<file path="src/rtl/id_hazard_ctrl_if.sv">
// Decode-stage interlock bus: the decode instruction's register fields going in,
// and the pipeline hold/bubble/flush controls plus status coming back.
interface id_hazard_ctrl_if #(
    parameter int CNT_W = 16
);
    logic             id_valid_in;
    logic [4:0]       id_rs1_in;
    logic [4:0]       id_rs2_in;
    logic             id_rs1_use_in;
    logic             id_rs2_use_in;
    logic [4:0]       id_rd_in;
    logic             id_wen_in;
    logic             id_load_in;
    logic             jump_taken_in;
    logic             ex_busy_in;

    logic             stall_out;
    logic             bubble_out;
    logic             hold_ex_out;
    logic             flush_ifid_out;
    logic [1:0]       state_out;
    logic [CNT_W-1:0] stall_cnt_out;

    // The pipeline (decode/EX side) drives the instruction fields and sees the controls.
    modport master (
        output id_valid_in, id_rs1_in, id_rs2_in, id_rs1_use_in, id_rs2_use_in,
               id_rd_in, id_wen_in, id_load_in, jump_taken_in, ex_busy_in,
        input  stall_out, bubble_out, hold_ex_out, flush_ifid_out, state_out,
               stall_cnt_out
    );

    modport slave (
        input  id_valid_in, id_rs1_in, id_rs2_in, id_rs1_use_in, id_rs2_use_in,
               id_rd_in, id_wen_in, id_load_in, jump_taken_in, ex_busy_in,
        output stall_out, bubble_out, hold_ex_out, flush_ifid_out, state_out,
               stall_cnt_out
    );
endinterface

</file>
<file path="src/rtl/id_hazard_ctrl.sv">
// Decode-stage interlock: scoreboard of in-flight writes (EX/MEM/WB), RAW and
// load-use detection, multi-cycle EX hold, and wrong-path flush on decode jumps.
module id_hazard_ctrl #(
    parameter int DEPTH  = 3,
    parameter bit FWD_EN = 1'b1,
    parameter int CNT_W  = 16
) (
    input  logic            clk,
    input  logic            rst,
    id_hazard_ctrl_if.slave bus
);

    typedef struct packed {
        logic       valid;
        logic [4:0] rd;
        logic       load;
    } sb_entry_t;

    typedef enum logic [1:0] {
        ST_RUN  = 2'd0,
        ST_HAZ  = 2'd1,
        ST_BUSY = 2'd2
    } state_t;

    sb_entry_t        sb [DEPTH];
    sb_entry_t        new_entry;
    logic [DEPTH-1:0] hit;
    logic             hazard;
    logic             issue;
    logic             stall;
    state_t           state;
    logic [CNT_W-1:0] stall_cnt;

    // Per-entry source match; rd==0 entries are never valid, and rs==0 is excluded too.
    always_comb begin
        // NOTE: give every always_comb target a default first so no path can infer a latch.
        hit = '0;
        for (int k = 0; k < DEPTH; k++) begin
            hit[k] = (bus.id_rs1_use_in && sb[k].valid && bus.id_rs1_in != 5'd0 &&
                      sb[k].rd == bus.id_rs1_in) ||
                     (bus.id_rs2_use_in && sb[k].valid && bus.id_rs2_in != 5'd0 &&
                      sb[k].rd == bus.id_rs2_in);
        end
    end

    // With full forwarding only a load still in EX cannot deliver its result in time.
    assign hazard = FWD_EN ? (hit[0] && sb[0].load) : (|hit);

    assign issue = bus.id_valid_in && !hazard && !bus.ex_busy_in;
    assign stall = bus.id_valid_in && (hazard || bus.ex_busy_in);

    always_comb begin
        new_entry       = '0;
        new_entry.valid = bus.id_wen_in && (bus.id_rd_in != 5'd0);
        new_entry.rd    = bus.id_rd_in;
        new_entry.load  = bus.id_load_in;
    end

    // Controls are combinational and squashed while reset is held.
    assign bus.stall_out      = !rst && stall;
    assign bus.hold_ex_out    = !rst && bus.ex_busy_in;
    assign bus.bubble_out     = !rst && bus.id_valid_in && hazard && !bus.ex_busy_in;
    assign bus.flush_ifid_out = !rst && bus.jump_taken_in && issue;
    assign bus.state_out      = state;
    assign bus.stall_cnt_out  = stall_cnt;

    // Scoreboard mirrors EX..WB; a busy EX keeps its entry and sends a bubble to MEM.
    always_ff @(posedge clk or posedge rst) begin
        if (rst) begin
            // NOTE: this small flop array is reset (unlike a RAM) because a stale valid bit
            // would stall the first instructions after reset.
            for (int k = 0; k < DEPTH; k++) sb[k] <= '0;
        end else if (!bus.ex_busy_in) begin
            // NOTE: non-blocking assignments make every entry shift from its pre-edge value.
            sb[0] <= issue ? new_entry : '0;
            for (int k = 1; k < DEPTH; k++) sb[k] <= sb[k-1];
        end else begin
            for (int k = 1; k < DEPTH; k++) sb[k] <= (k == 1) ? '0 : sb[k-1];
        end
    end

    // Registered stall cause; busy outranks a pending hazard.
    always_ff @(posedge clk or posedge rst) begin
        if (rst) begin
            state <= ST_RUN;
        end else if (bus.ex_busy_in) begin
            state <= ST_BUSY;
        end else if (bus.id_valid_in && hazard) begin
            state <= ST_HAZ;
        end else begin
            state <= ST_RUN;
        end
    end

    always_ff @(posedge clk or posedge rst) begin
        if (rst) begin
            stall_cnt <= '0;
        end else if (stall && stall_cnt != {CNT_W{1'b1}}) begin
            stall_cnt <= stall_cnt + CNT_W'(1);
        end
    end

    // A bubble and an EX hold on the same ID/EX register would contradict each other.
    a_bubble_hold_excl: assert property (@(posedge clk) disable iff (rst)
        !(bus.bubble_out && bus.hold_ex_out));

    a_flush_needs_issue: assert property (@(posedge clk) disable iff (rst)
        !(bus.flush_ifid_out && bus.stall_out));

endmodule

</file>
<file path="src/flat_wrapper.sv">
// flat-port wrapper written by rule: the top's interface ports become plain ports
module id_hazard_ctrl_flat 
#(
    parameter int DEPTH  = 3,
    parameter bit FWD_EN = 1'b1,
    parameter int CNT_W  = 16
)
  (clk, rst, bus_id_valid_in, bus_id_rs1_in, bus_id_rs2_in, bus_id_rs1_use_in, bus_id_rs2_use_in, bus_id_rd_in, bus_id_wen_in, bus_id_load_in, bus_jump_taken_in, bus_ex_busy_in, bus_stall_out, bus_bubble_out, bus_hold_ex_out, bus_flush_ifid_out, bus_state_out, bus_stall_cnt_out);
  id_hazard_ctrl_if #(.CNT_W(CNT_W)) bus_i ();
  input  logic clk;
  input  logic rst;
  input wire logic [$bits(bus_i.id_valid_in)-1:0] bus_id_valid_in;
  input wire logic [$bits(bus_i.id_rs1_in)-1:0] bus_id_rs1_in;
  input wire logic [$bits(bus_i.id_rs2_in)-1:0] bus_id_rs2_in;
  input wire logic [$bits(bus_i.id_rs1_use_in)-1:0] bus_id_rs1_use_in;
  input wire logic [$bits(bus_i.id_rs2_use_in)-1:0] bus_id_rs2_use_in;
  input wire logic [$bits(bus_i.id_rd_in)-1:0] bus_id_rd_in;
  input wire logic [$bits(bus_i.id_wen_in)-1:0] bus_id_wen_in;
  input wire logic [$bits(bus_i.id_load_in)-1:0] bus_id_load_in;
  input wire logic [$bits(bus_i.jump_taken_in)-1:0] bus_jump_taken_in;
  input wire logic [$bits(bus_i.ex_busy_in)-1:0] bus_ex_busy_in;
  output wire logic [$bits(bus_i.stall_out)-1:0] bus_stall_out;
  output wire logic [$bits(bus_i.bubble_out)-1:0] bus_bubble_out;
  output wire logic [$bits(bus_i.hold_ex_out)-1:0] bus_hold_ex_out;
  output wire logic [$bits(bus_i.flush_ifid_out)-1:0] bus_flush_ifid_out;
  output wire logic [$bits(bus_i.state_out)-1:0] bus_state_out;
  output wire logic [$bits(bus_i.stall_cnt_out)-1:0] bus_stall_cnt_out;
  assign bus_i.id_valid_in = bus_id_valid_in;
  assign bus_i.id_rs1_in = bus_id_rs1_in;
  assign bus_i.id_rs2_in = bus_id_rs2_in;
  assign bus_i.id_rs1_use_in = bus_id_rs1_use_in;
  assign bus_i.id_rs2_use_in = bus_id_rs2_use_in;
  assign bus_i.id_rd_in = bus_id_rd_in;
  assign bus_i.id_wen_in = bus_id_wen_in;
  assign bus_i.id_load_in = bus_id_load_in;
  assign bus_i.jump_taken_in = bus_jump_taken_in;
  assign bus_i.ex_busy_in = bus_ex_busy_in;
  assign bus_stall_out = bus_i.stall_out;
  assign bus_bubble_out = bus_i.bubble_out;
  assign bus_hold_ex_out = bus_i.hold_ex_out;
  assign bus_flush_ifid_out = bus_i.flush_ifid_out;
  assign bus_state_out = bus_i.state_out;
  assign bus_stall_cnt_out = bus_i.stall_cnt_out;
  id_hazard_ctrl #(.DEPTH(DEPTH), .FWD_EN(FWD_EN), .CNT_W(CNT_W)) u_core (.clk(clk), .rst(rst), .bus(bus_i));
endmodule
</file>
<file path="config.mk">
export PLATFORM = sky130hd
export DESIGN_NAME = id_hazard_ctrl_flat
export DESIGN_NICKNAME = d
export VERILOG_FILES = /design/src/rtl/id_hazard_ctrl_if.sv /design/src/rtl/id_hazard_ctrl.sv /design/src/flat_wrapper.sv
export SDC_FILE = /design/constraint.sdc
export NUM_CORES = 1
export LEC_CHECK = 0
export BUFFER_PORTS_ARGS = -buffer_cell sky130_fd_sc_hd__clkbuf_2
export CAP_MARGIN = 10
export CORE_AREA = 5 5 82 54
export CTS_CLUSTER_SIZE = 16
export DETAILED_ROUTE_END_ITERATION = 10
export DIE_AREA = 0 0 87 59
export HOLD_SLACK_MARGIN = 0.12
export SLEW_MARGIN = 10
export SYNTH_ARGS = -nofsm -noshare
export SYNTH_HDL_FRONTEND = slang
export SYNTH_SLANG_ARGS = --single-unit
</file>
<file path="constraint.sdc">
create_clock -name clk -period 2.55 [get_ports clk]
set_clock_uncertainty 0.05 [all_clocks]
set_input_delay 0.255 -clock clk [delete_from_list [all_inputs] [get_ports clk]]
set_output_delay 0.255 -clock clk [all_outputs]
set_load 0.005 [all_outputs]
</file>
; After elaboration in Yosys (flattened, before gate mapping)
; Index checks and enable logic that the tools add are counted.
; W data, S select, Z words.
[op_classes]
add_sub_neg = 1
n_eq_ne = 3
muxes = 3
reduce_logical = 28
[op_table]
columns = cell, n
row1 = $logic_and A1 B1 Y1, 20
row2 = $add A16 B1 Y16 const B, 1
row3 = $ne A16 B16 Y1 const B, 1
row4 = $reduce_bool A5 Y1, 3
row5 = $eq A5 B5 Y1, 2
row6 = $mux W7, 1
row7 = $logic_not A1 Y1, 3
row8 = $logic_or A1 B1 Y1, 2
row9 = $mux W2, 1
row10 = $mux W1, 1
[word_totals]
ff_bits = 25
input_bits = 24
out_inout_bits = 22
wordCells = 40

; Logic depth before layout (Yosys ltp)
[logic_depth]
word_depth = 9
ltp_mapped = 7
mapped_depth_nobuf = 6

; Least setup slack after synthesis
; No wires, ideal clock.
[synth_path]
kind = reg2out
startpoint = register u_core.sb[15] in the netlist's numbering
endpoint = output port bus_flush_ifid_out
arrival_ns = 1.707
required_ns = 2.245
slack_ns = 0.538
path_stages_with_launch = 8
n_path_buf = 1
cell_sequence = dfrtp_1 > or4_1 > a21oi_2 > nor3_1 > o21ai_0 > and3b_1 > buf_4 > and3_1
[synth_via]
elab_chain_len = 8
elab_cells_between_ends = 10
cone_classes = eq/ne (2) / reduce/logical (8)
[synth_rtl]
columns = element, line
row1 = from (decl), id_hazard_ctrl.sv:25  ; sb_entry_t sb [DEPTH];
row2 = "$eq A5 B5 Y1, on equally long branches", "id_hazard_ctrl.sv:40, id_hazard_ctrl.sv:42"
row3 = "$logic_and A1 B1 Y1, on equally long branches", "id_hazard_ctrl.sv:39, id_hazard_ctrl.sv:41"
row4 = $logic_or A1 B1 Y1 (*), id_hazard_ctrl.sv:40  ; sb[k].rd == bus.id_rs1_in) ||
row5 = $logic_and A1 B1 Y1 (*), id_hazard_ctrl.sv:47  ; assign hazard = FWD_EN ? (hit[0] && sb[0].load) : (|hit);
row6 = $logic_not A1 Y1 (*), id_hazard_ctrl.sv:49  ; assign issue = bus.id_valid_in && !hazard && !bus.ex_busy_in;
row7 = $logic_and A1 B1 Y1 (*) (2 in a row), id_hazard_ctrl.sv:49
row8 = $logic_and A1 B1 Y1 (*), id_hazard_ctrl.sv:63  ; assign bus.flush_ifid_out = !rst && bus.jump_taken_in && issue;
row9 = to (decl), flat_wrapper.sv:25  ; output wire logic [$bits(bus_i.flush_ifid_out)-1:0] bus_flush_ifid_out;
; Mark *: on every way between the ends. The rest lies on a longest branch, timed or not.

; Worst setup path after layout
[layout_path]
startpoint = register u_core.sb[16] in the netlist's numbering
endpoint = output port bus_flush_ifid_out
; The elaborated chain is that of the path after synthesis.

==> flow_summary.toml <==
[route]
routed_via_density = 5.17
vias = 1169
drc = 0
top_layer_used = "met4"
final_antenna_net_count = 0
drt-total-wl_um = 3410
wl_met3_um = 242
met1Wirelength_um = 1680
routedWlPerCell_um = 15.1
dr.first_iter.drc_count = 62
route.met2.wl_um = 1460
drt-pass1-iter-count = 4

[worst_setup_path]
crit_type = "reg2out"
critPathTopFamily = "simple AND/OR/NAND/NOR gates"
crit_path_start_kind = "flop"
critPathBufInv = 1
cp.depth = 7
arrival_ns = 2.09
r2r_cells = 8
endpoint_kind = "output pin"
crit_chain = "or4_1 > a21oi_2 > nor3_1 > o21ai_1 > and3b_2 > and3_1 > clkbuf_2"
slowest_delay_ns = 0.52
required_ns = 2.25
path_max_fanout = 4
cpMaxStageDelayCell = "or4_1"

[hold_path]
hold_path.class = "in2reg"
whs_path_depth = 2

[layout]
final_cells = 226
area.growth.synth_to_final_pct = 26.3
fin_nets = 205
stdcell_area_um2 = 1710
drive_above_1_share_pct = 38.0
insertedDiodeCount = 0
ff_latch_area_um2 = 628
multi_input_area_um2 = 698
final_util_pct = 48.2
n_fill_cell = 334

[global_route]
antenna_found_initial = 0
grt_max_degree = 26
grt.total_usage_pct = 13.5
grt_overflow = 0
grt_pass1_wl_um = 5450
grt_pass1_vias = 1172

[pwr]
cellLeakagePower_nw = 0.833
combPwrFrac_pct = 23.3
p_per_area_nw_per_um2 = 603
pwr-share-clk_pct = 24.1
seqPwrFrac_pct = 52.6
p_sw_mw = 0.332
ir_drop_uv = 419
switching_share_pct = 32.2
power.internal_mw = 0.698

[clocking]
cts.path.max_buffers = 2
cts.sink_count = 25
cts_tree = "done"
clock_latency_ns = 0.28
path_clk_slew_ns = 0.10
htree_levels = 1
cts-buffers-inserted = 3
cts-root-buf = "clkbuf_8"

[synthesis]
synth_common_cells = "25 x dfrtp_1, 13 x xnor2_1, 10 x xor2_1, 9 x nand3_1, 9 x nor2_1"
synth_top_cell_by_area = "dfrtp_1"
synth_area_leaders = "dfrtp_1 46%, xnor2_1 8.4%, xor2_1 6.5%"
synth.most_common_cell = "dfrtp_1"
yosysTopAreaCellShare_pct = 46.2
synth_edf_count = 0
yosys.cell_types.count = 37
seq_area_frac_synth_pct = 46.2
synth_nets = 153
syn_inst = 128
yosysWarnings = 0
async_reset_ff_share_pct = 100
synthesis.area_um2 = 1350
synth.avg_cell_area_um2 = 10.6
ys_ff_latch = 25
synth-main-ff-cell = "dfrtp_1"

[sta]
setup_viol = 0
setup_ws_ns = 0.152
slew_violations = 0
rsz0062_at_grt = "no"
setup_tns_ns = 0
max-slew-margin-rel_pct = 71.2
worst_pin_slew_ns = 0.427
period_needed_ns = 2.40
finalHoldViolCount = 0
finalCritPeriodShare_pct = 94.1
fmax_ghz = 0.417

[placement]
placed_cell_area_um2 = 1630
gp_congestion = 0.794
post-place-ws_ns = 0.420
dp.cells = 219
place_hpwl_um = 2630
port_buffers = 45

[floorplan]
core-area_um2 = 3550
start_util_pct = 38.1
die_y_um = 59
row_count = 17
die_w_um = 87
fp.dieArea_um2 = 5130
ios = 46

[outcome]
status = "completed"

[run]
cap_violations = 0
==> power groups by stage <==
stage	clock [mW]	sequential (mW)	combinational, mW
floorplan	0	0.535	0.126
global placement	0	0.545	0.235
detailed placement	0	0.551	0.232
CTS	0.253	0.543	0.238
global route	0.265	0.552	0.267
finish	0.248	0.542	0.240
==> path summary, 6_finish.rpt <==
check	start	end	slack, ns
min in group asynchronous	rst	u_core.bus.stall_cnt_out[8]$_DFFE_PP0P_	0.64
max reg2reg	u_core.sb[15]$_DFFE_PP0N_	u_core.bus.stall_cnt_out[12]$_DFFE_PP0P_	0.36
max	u_core.sb[16]$_DFFE_PP0N_	bus_flush_ifid_out	0.15
min reg2reg	u_core.bus.stall_cnt_out[11]$_DFFE_PP0P_	u_core.bus.stall_cnt_out[11]$_DFFE_PP0P_	0.44
max in group asynchronous	rst	u_core.sb[16]$_DFFE_PP0N_	1.54
min	bus_id_load_in	u_core.sb[14]$_DFFE_PP0N_	0.15
==> per-stage QoR <==
stage | hold slack, ns | power (mW)
final | 0.151 | 1.03
after global routing | 0.159 | 1.08
after CTS | 0.154 | 1.03
after detailed placement | 0.389 | 0.783
after global placement | 0.390 | 0.781
after floorplan | 0.236 | 0.662
==> per-layer routing <==
metal  global-route usage (%)  vias to the layer above
met4                     2.44                        0
li1                         -                      561
met1                     19.5                      561
met3                     4.31                        4
met2                     20.1                       43
met5                        0                        -
==> worst reg2reg max path, delay by kind of cell, from the launching register on <==
kind	cells	cell delay, ns
xor gates and xnor gates	2	0.32
and+or+nand+nor	3	0.91
DFF	1	0.40
AOI/OAI and AO/OA	1	0.06
buffers and inverters	2	0.37
==> placed cells by master, fill, tap and decap left out, types with 6 or more instances in the layout <==
cell type	instances
dfrtp_1	23
clkbuf_2	45
nand2_1	7
nor2_1	9
xnor2_1	13
nor3_1	6
nand3_1	9
xor2_1	10
==> sequential cells by signal (all words and copies together), names as in the netlist <==
name / flops
u_core.sb: 7
u_core.bus.stall_cnt_out: 16
u_core.bus.state_out: 2
==> timing repair <==
item / CTS / global route
hold endpoints to repair: 25 / 0
setup endpoints to repair: 0 / 1
gates resized for setup: 0 / 4
buffers inserted: 0 / 2
hold buffers: 1 / 0
==> logic make-up after synthesis <==
family,Yosys count,synth area share [%]
multiplexers,1,0.832
buffers and inverters,5,2.31
adder cells (fa/ha/maj),1,0.924
flip-flops,25,46.2
AND/OR/NAND/NOR,59,26.0
XOR/XNOR,23,14.9
AO/OA/AOI/OAI,14,8.87
==> cell type report <==
class	count	area share (%)
multi-input combinational	98	40.8
sequential	25	36.7
timing repair buffer	51	15.9
tap	47	3.44
clock buffer	3	2.41
clock inverter	1	0.439
inverter	1	0.219
No activity file was read; power rests on OpenSTA's default activity.
